**src/rtl/seq_detect_param.sv**
```systemverilog
// seq_detect_param: serial pattern detector with a Mealy match flag and a saturating match counter.
// Revision 1.0 - initial release.
`default_nettype none

module seq_detect_param #(
  parameter int              PAT_W   = 3,
  parameter logic [PAT_W-1:0] PATTERN = 3'b101,
  parameter int              OVERLAP = 1,
  parameter int              CNT_W   = 8
) (
  input  logic             clk,
  input  logic             rst,
  input  logic             en,
  input  logic             clr,
  input  logic             x,
  output logic             y,
  output logic [CNT_W-1:0] match_cnt,
  output logic             cnt_sat
);

  // The fill counter only has to reach PAT_W-1, so it always fits in clog2(PAT_W) bits.
  localparam int               FW       = $clog2(PAT_W);
  localparam logic [FW-1:0]    FILL_MAX = FW'(PAT_W - 1);
  localparam logic [CNT_W-1:0] CNT_MAX  = '1;
  localparam bit               DISCARD  = (OVERLAP == 0);

  logic [PAT_W-2:0] hist;
  logic [FW-1:0]    fill;
  logic [PAT_W-1:0] window;

  assign window  = {hist, x};
  assign y       = en & ~clr & (fill == FILL_MAX) & (window == PATTERN);
  assign cnt_sat = (match_cnt == CNT_MAX);

  always_ff @(posedge clk or negedge rst) begin
    if (!rst) begin
      hist      <= '0;
      fill      <= '0;
      match_cnt <= '0;
    end else if (clr) begin
      hist      <= '0;
      fill      <= '0;
      match_cnt <= '0;
    end else if (en) begin
      hist <= window[PAT_W-2:0];
      // Non-overlapping mode forgets the history so the next match needs PAT_W fresh bits.
      if (y && DISCARD) begin
        fill <= '0;
      end else if (fill != FILL_MAX) begin
        fill <= fill + FW'(1);
      end
      if (y && !cnt_sat) begin
        match_cnt <= match_cnt + CNT_W'(1);
      end
    end
  end

endmodule

`default_nettype wire

```
**config.mk**
```make
export PLATFORM = sky130hd
export DESIGN_NAME = seq_detect_param
export DESIGN_NICKNAME = d
export VERILOG_FILES = /design/src/rtl/seq_detect_param.sv
export SDC_FILE = /design/constraint.sdc
export NUM_CORES = 1
export LEC_CHECK = 0
export ABC_AREA = 1
export ABC_CLOCK_PERIOD_IN_PS = 3400
export CORE_MARGIN = 2
export CORE_UTILIZATION = 40
export DETAILED_ROUTE_END_ITERATION = 10
export PLACE_DENSITY = 0.65
export REMOVE_ABC_BUFFERS = 1
export SLEW_MARGIN = 0
export SYNTH_ARGS = -nofsm -noshare
export SYNTH_HDL_FRONTEND = slang
export SYNTH_SLANG_ARGS = --single-unit
```
**constraint.sdc**
```tcl
create_clock -name clk -period 3.4 [get_ports clk]
set_clock_uncertainty 0.05 [all_clocks]
set_input_delay 0.68 -clock clk [delete_from_list [all_inputs] [get_ports clk]]
set_output_delay 0.68 -clock clk [all_outputs]
set_load 0.02 [all_outputs]
```
## Word level (Yosys, flattened, before mapping)

Cells that the tools add are included.

- Register bits after elaboration: 12
- Input bits: 5
- Output and inout port bits: 10
- Logic and storage cells: 28

- Add/sub/neg operators: 2
- Eq/ne operators: 4
- Multiplexer cells: 8
- Bitwise gates (word level): 4
- Reductions and logical operators: 7

Operators by type and width:

| cell | number |
|---|---|
| 8-bit two-way mux | 3 |
| 2-bit two-way mux | 5 |
| 8-bit by 1-bit adder with 8-bit output (second input constant) | 1 |
| 8-bit equality test (second input constant) | 1 |
| 2-bit nonzero test | 3 |
| 2-bit AND reduction | 2 |
| 1-bit AND | 3 |
| 3-bit equality test (second input constant) | 1 |
| 2-bit by 1-bit adder with 2-bit output (second input constant) | 1 |
| 2-bit equality test (second input constant) | 1 |
| 2-bit != test (second input constant) | 1 |
| 1-bit logical AND | 1 |
| 1-bit zero test | 1 |
| 1-bit NOT | 1 |

## Logic depth before layout (Yosys ltp)

Gate-level depths: netlist (run 1).

- Depth after elaboration: 8
- Depth in mapped cells: 8
- Gate-level depth less buffers: 8

## Least setup slack after synthesis (run 1)

OpenSTA, ideal clock, no wires.

- Path type: flip-flop to output port
- Start: register match_cnt[0]
- End: output cnt_sat
- Data arrival time: 1,140 ps
- Data required time: 2,670 ps
- Setup slack: 1,530 ps
- Stages on the path, launching flop included: 6
- Buffers on the path: 0
- Cell sequence: dfrtp_1 > ha_1 > nand2_1 > nor2_4 > nand2_2 > inv_1

- Cells in the longest elaborated chain, start to end: 1

Ends and longest elaborated chain:

| item | RTL line | RTL |
|---|---|---|
| start: declaration | 17 | `output logic [CNT_W-1:0] match_cnt,` |
| start signal: assignment | 53 | `match_cnt <= match_cnt + CNT_W'(1);` |
| 8-bit equality test | 33 | `assign cnt_sat = (match_cnt == CNT_MAX);` |
| end: declaration | 18 | `output logic cnt_sat` |

Every way passes these cells.

## Final worst setup path (run 1)

- Start: input clr
- End: output y

- Cells in the longest elaborated chain, start to end: 4

Ends and longest elaborated chain:

| item | RTL line | RTL |
|---|---|---|
| start: declaration | 14 | `input logic clr,` |
| 1-bit NOT | 32 | `assign y = en & ~clr & (fill == FILL_MAX) & (window == PATTERN);` |
| 1-bit AND (3 in series) | 32 |  |
| end: declaration | 16 | `output logic y,` |

Every way passes these cells.

==> results of run 1 <==
logic make-up (layout without fill, tap and decap cells):
family          Yosys count  in the layout  synth area share, %
flops                    12             12                 42.4
buf+inv                  15             30                 9.54
xor+xnor                  3              3                 3.71
simple gates             46             46                 33.6
compound gates            9              9                 7.24
fa+ha+maj                 2              2                 3.53
state kept, by name (all words and copies together), names as in the netlist:
register	count
match_cnt	8
fill	2
hist	2
power by group:
group / internal (mW) / switching (mW) / total, mW
Clock: 0.0409 / 0.0437 / 0.0847
Sequential: 0.147 / 0.00137 / 0.148
Combinational: 0.00954 / 0.0143 / 0.0238
cells in the final DEF (no fill, tap or decap):
cell	instances
o21ai_0	2
clkbuf_4	3
ha_1	2
o22ai_1	1
nand4_1	1
nor3_1	1
nand2_2	3
inv_2	1
o31ai_1	2
o21ai_1	3
a21oi_1	1
xor2_1	1
nand3_2	1
nand2_1	16
nand3_1	14
inv_1	12
nor2_1	5
nand3b_1	2
nor2_4	3
xnor2_1	2
clkdlybuf4s50_1	14
dfrtp_1	12
layout make-up:
| class | instances | area (um^2) | area share [%] |
|---|---|---|---|
| Multi-Input combinational cell | 60 | 340 | 39.0 |
| Sequential cell | 12 | 300 | 34.4 |
| Timing Repair Buffer | 14 | 140 | 16.0 |
| Inverter | 13 | 48.8 | 5.59 |
| Clock buffer | 3 | 22.5 | 2.58 |
| Tap cell | 17 | 21.3 | 2.44 |
cell usage after synthesis, types with 2 or more instances:
| master | n | area [um^2] |
|---|---|---|
| nand2_1 | 16 | 60.1 |
| nand3_1 | 14 | 70.1 |
| dfrtp_1 | 12 | 300 |
| inv_1 | 12 | 45.0 |
| nor2_1 | 5 | 18.8 |
| nand2_2 | 3 | 18.8 |
| nor2_4 | 3 | 33.8 |
| o21ai_1 | 3 | 15.0 |
| ha_1 | 2 | 25.0 |
| nand3b_1 | 2 | 15.0 |
| o21ai_0 | 2 | 10.0 |
| o31ai_1 | 2 | 15.0 |
| xnor2_1 | 2 | 17.5 |
path summary, 6_finish.rpt:
check                               end         start  slack (ns)
max reg2reg                match_cnt[6]  match_cnt[0]        1.83
max                                   y           clr        0.42
min in group asynchronous       hist[0]           rst        0.71
max in group asynchronous       fill[1]           rst        2.24
min                             hist[1]       hist[1]        0.48
min reg2reg                     hist[1]       hist[1]        0.48
per-stage QoR:
step                setup WS [ns]  hold slack (ns)  utilization, %  instance area, um^2  std cells
finish                      0.423            0.477            51.7                  873        119
CTS                         0.413            0.481            51.7                  873        119
floorplan                    1.53            0.334               -                  689         85
global placement            0.442            0.465            50.4                  851        116
detailed placement          0.424            0.462            50.4                  851        116
global route                0.340            0.525            51.7                  873        119
worst max-delay path, delay by kind of cell:
family	cells	cell delay (ns)
simple gates	2	0.26
buf+inv	3	1.30
routing by layer:
metal | vias up | GRT usage (%)
li1 | 314 | -
met1 | 283 | 20.7
met2 | 14 | 22.8
met3 | 2 | 4.71
met4 | 0 | 6.86
met5 | - | 0
==> results.sh, run 1 <==
export IMPL_outcome="finished, final reports clean"
export IMPL_reg2regPathDepth=8
export IMPL_fp_dieArea_um2=2120
export IMPL_highest_layer="met4"
export IMPL_wl_um=1340
export IMPL_diodes=0
export IMPL_portBuffers=14
export IMPL_total_leakage_power_nw=0.397
export IMPL_hold_depth=2
export IMPL_end_kind="primary output"
export IMPL_cts_hold_buffers=0
export IMPL_cts_clk_slew_worst_paths_ns=0.07
export IMPL_grt_setup_unrepaired="no"
export IMPL_vias_per_cell=5.15
export IMPL_crit_chain="clkdlybuf4s50_1 -> inv_2 -> nand3_2 -> nor2_4 -> clkdlybuf4s50_1"
export IMPL_start_util_pct=41.9
export IMPL_cts_htree_levels=1
export IMPL_grt_pass1_vias=548
export IMPL_drt_met1_wl_um=664
export IMPL_clk_path_buf_depth=2
export IMPL_cts_root_buffer="clkbuf_4"
export IMPL_finalHoldViolCount=0
export IMPL_wl_per_cell_um=11.3
export IMPL_gr_total_overflow=0
export IMPL_grt_total_usage_pct=15.4
export IMPL_cts_buffers_inserted=3
export IMPL_dr_wl_met3_um=52
export IMPL_async_reset_ff_share_pct=100
export IMPL_startpoint_type="input pin"
export IMPL_drc_errors=0
export IMPL_clk_insertion_delay_late_ns=0.27
export IMPL_period_needed_ns=2.98
export IMPL_syn_avg_cell_area_um2=8.14
export IMPL_area_growth_pct=23.3
export IMPL_core_um2=1690
export IMPL_ir_drop_mv=0.245
export IMPL_cp_common_cell="clkdlybuf4s50_1"
export IMPL_grt_max_degree=16
export IMPL_fin_setup_tns_ns=0
export IMPL_fmax_mhz=336
export IMPL_maxSlewViolCount=0
export IMPL_routed_via_count=613
export IMPL_tightest_slew_ns=0.530
export IMPL_hold_path_class="reg -> reg"
export IMPL_antenna_found_initial=0
export IMPL_yosysWarningCount=0
export IMPL_cts_tree="built"
export IMPL_period_share_pct=87.5
export IMPL_num_fill_cells=160
export IMPL_cts_setup_buffers=0
export IMPL_power_uw=257
export IMPL_cp_required_ns=2.67
export IMPL_power_density_nw_per_um2=294
export IMPL_ys_dominant_reg_cell="dfrtp_1"
export IMPL_cts_sinks=12
export IMPL_grt_pass1_wl_um=2280
export IMPL_post_dp_hpwl_um=1050
export IMPL_syn_area_um2=708
export IMPL_arrival_ns=2.25
export IMPL_synthCells=87
export IMPL_dr_wl_met2_um=613
export IMPL_drt_antenna_violating_nets=0
export IMPL_slew_headroom_pct=64.6
export IMPL_die_w_um=46.1
export IMPL_place_congestion=0.728
export IMPL_critPathMaxFanout=15
export IMPL_maxCapViolCount=0
export IMPL_cts_resized=0
export IMPL_path_class="in -> out"
export IMPL_crit_slowest_cell="clkdlybuf4s50_1"
export IMPL_setup_viol=0
export IMPL_slowest_delay_ns=0.61
export IMPL_fin_nets=111
export IMPL_row_count=15
export IMPL_synth_edff_count=0
export IMPL_ios=15
export IMPL_ys_types=22
export IMPL_drive_gt1_share_pct=10.8
export IMPL_drt_initial_drc_count=16
export IMPL_die_y_um=46.1
export IMPL_yosysSeqAreaShare_pct=42.4
export IMPL_dr_pass1_iters=4
export IMPL_synth_seq_cells=12
(Power assumes the default switching activity.)
==> run 2: changes to the inputs <==
Settings changed: TNS_END_PERCENT set to 30.
==> results of run 2 <==
No change in the layout: final DEF, timing and power equal those of run 1.
==> run 3: changes to the inputs <==
Settings changed: CORE_MARGIN 2 to not set, CORE_UTILIZATION 40 to 52, PLACE_DENSITY 0.65 to 0.81.
==> run 3 against run 2 <==
Effect of this change: core utilization grew 23 points; first-iteration DRC count increased by 38%; combinational power fell by 2%; design area increased by 1.1%; worst setup slack got worse by 0.011 ns; power rose by 9.5%; global-route usage up 8.0 points; maximum frequency shrank 0.36%; cell count fell by 1.7%; critical endpoint unchanged; largest cell class unchanged; highest routed layer unchanged.
==> results.sh, run 3 (synthesis results as in run 1) <==
export IMPL_startpoint_type="input pin"
export IMPL_setup_viol=0
export IMPL_hold_depth=2
export IMPL_power_density_nw_per_um2=318
export IMPL_fp_dieArea_um2=1510
export IMPL_wl_um=1380
export IMPL_crit_slowest_cell="clkdlybuf4s50_1"
export IMPL_hold_path_class="reg -> reg"
export IMPL_largest_registers="match_cnt x8, fill x2, hist x2"
export IMPL_area_growth_pct=24.7
export IMPL_dr_wl_met3_um=74
export IMPL_top_register="match_cnt"
export IMPL_gr_total_overflow=0
export IMPL_die_y_um=38.9
export IMPL_ios=15
export IMPL_dp_cells=113
export IMPL_slew_headroom_pct=64.2
export IMPL_maxSlewViolCount=0
export IMPL_cts_tree="built"
export IMPL_critical_path_buf_inv_count=3
export IMPL_highest_layer="met4"
export IMPL_grt_pass1_vias=528
export IMPL_drt_initial_drc_count=22
export IMPL_ir_drop_mv=0.229
export IMPL_whs_endpoint="hist[1]"
export IMPL_cts_clk_slew_worst_paths_ns=0.07
export IMPL_end_kind="primary output"
export IMPL_dr_pass1_iters=5
export IMPL_reg2reg_slack_ns=1.80
export IMPL_layout_commonest_cell="nand2_1"
export IMPL_multi_input_area_um2=340
export IMPL_cts_resized=0
export IMPL_fmax_mhz=335
export IMPL_grt_max_degree=16
export IMPL_wl_per_cell_um=11.8
export IMPL_drc_errors=0
export IMPL_cp_required_ns=2.67
export IMPL_slowest_delay_ns=0.61
export IMPL_outcome="finished, final reports clean"
export IMPL_num_fill_cells=97
export IMPL_cts_htree_levels=1
export IMPL_core_um2=1190
export IMPL_layout_common_cells="nand2_1, nand3_1, clkdlybuf4s50_1"
export IMPL_final_cell_count_no_fill=117
export IMPL_drive_gt1_share_pct=11.7
export IMPL_fin_nets=111
export IMPL_row_count=12
export IMPL_total_leakage_power_nw=0.404
export IMPL_power_uw=281
export IMPL_cts_sinks=12
export IMPL_antenna_found_initial=0
export IMPL_cp_common_cell="clkdlybuf4s50_1"
export IMPL_start_util_pct=59.7
export IMPL_routed_via_count=614
export IMPL_vias_per_cell=5.25
export IMPL_critPathMaxFanout=15
export IMPL_post_dp_hpwl_um=1070
export IMPL_tightest_slew_ns=0.535
export IMPL_crit_chain="clkdlybuf4s50_1 -> inv_2 -> nand3_2 -> nor2_4 -> clkdlybuf4s50_1"
export IMPL_r2r_start="match_cnt[0]"
export IMPL_clk_path_buf_depth=2
export IMPL_finalHoldViolCount=0
export IMPL_drt_antenna_violating_nets=0
export IMPL_period_share_pct=87.9
export IMPL_drt_met1_wl_um=643
export IMPL_diodes=0
export IMPL_reg2regPathDepth=8
export IMPL_largest_reg_flops=8
export IMPL_arrival_ns=2.26
export IMPL_crit_family="buffers and inverters"
export IMPL_r2r_end="match_cnt[6]"
export IMPL_grt_pass1_wl_um=2260
export IMPL_cts_hold_buffers=0
export IMPL_path_class="in -> out"
export IMPL_clk_insertion_delay_late_ns=0.27
export IMPL_hp_start="hist[1]"
export IMPL_place_congestion=0.782
export IMPL_cts_buffers_inserted=3
export IMPL_grt_setup_unrepaired="no"
export IMPL_period_needed_ns=2.99
export IMPL_fin_setup_tns_ns=0
export IMPL_cts_setup_buffers=0
export IMPL_grt_total_usage_pct=23.4
export IMPL_portBuffers=14
export IMPL_dr_wl_met2_um=647
export IMPL_cts_root_buffer="clkbuf_4"
export IMPL_ff_latch_area_um2=300
export IMPL_die_w_um=38.9
export IMPL_maxCapViolCount=0
run 3: power by group:
part           internal (mW)  switching [mW]  total (mW)
registers              0.147         0.00157       0.148
clock network         0.0652          0.0441       0.109
logic                0.00930          0.0140      0.0233
total                  0.221          0.0596       0.281
run 3: worst reg2reg max path: cells and delay by family, from the launching register on:
kind / cells / cell delay (ns)
fa+ha+maj: 1 / 0.22
buf+inv: 1 / 0.13
simple gates: 6 / 0.66
flops: 1 / 0.42
run 3: per-stage QoR:
step	hold WS (ns)	util (%)	area [um^2]	worst slack, ns
after detailed placement	0.463	71.4	847	0.420
after global routing	0.514	74.5	883	0.329
after floorplan	0.334	-	689	1.53
after global placement	0.465	71.4	847	0.454
after CTS	0.480	74.5	883	0.421
final	0.479	74.5	883	0.413
run 3: how the worst max path moves through the flow:
| stage | slack (ns) | from | cells past startpoint | end |
|---|---|---|---|---|
| finish | 0.41 | clr | 5 | y |
| global route | 0.33 | clr | 5 | y |
| CTS | 0.42 | clr | 5 | y |
| detailed placement | 0.42 | clr | 5 | y |
| global placement | 0.45 | clr | 5 | y |
| floorplan | 1.53 | match_cnt[0] | 5 | cnt_sat |
run 3: per-layer routing:
metal	vias to the layer above	GRT usage [%]
met5	-	0
met1	277	29.5
li1	316	-
met2	19	34.2
met4	0	10.3
met3	2	10.4
run 3: layout make-up:
type                            instances  share of cell area, %
Inverter                               13                   5.52
Multi-Input combinational cell         60                   38.5
Clock buffer                            4                   4.11
Tap cell                               14                   1.98
Timing Repair Buffer                   14                   15.9
Sequential cell                        12                   34.0
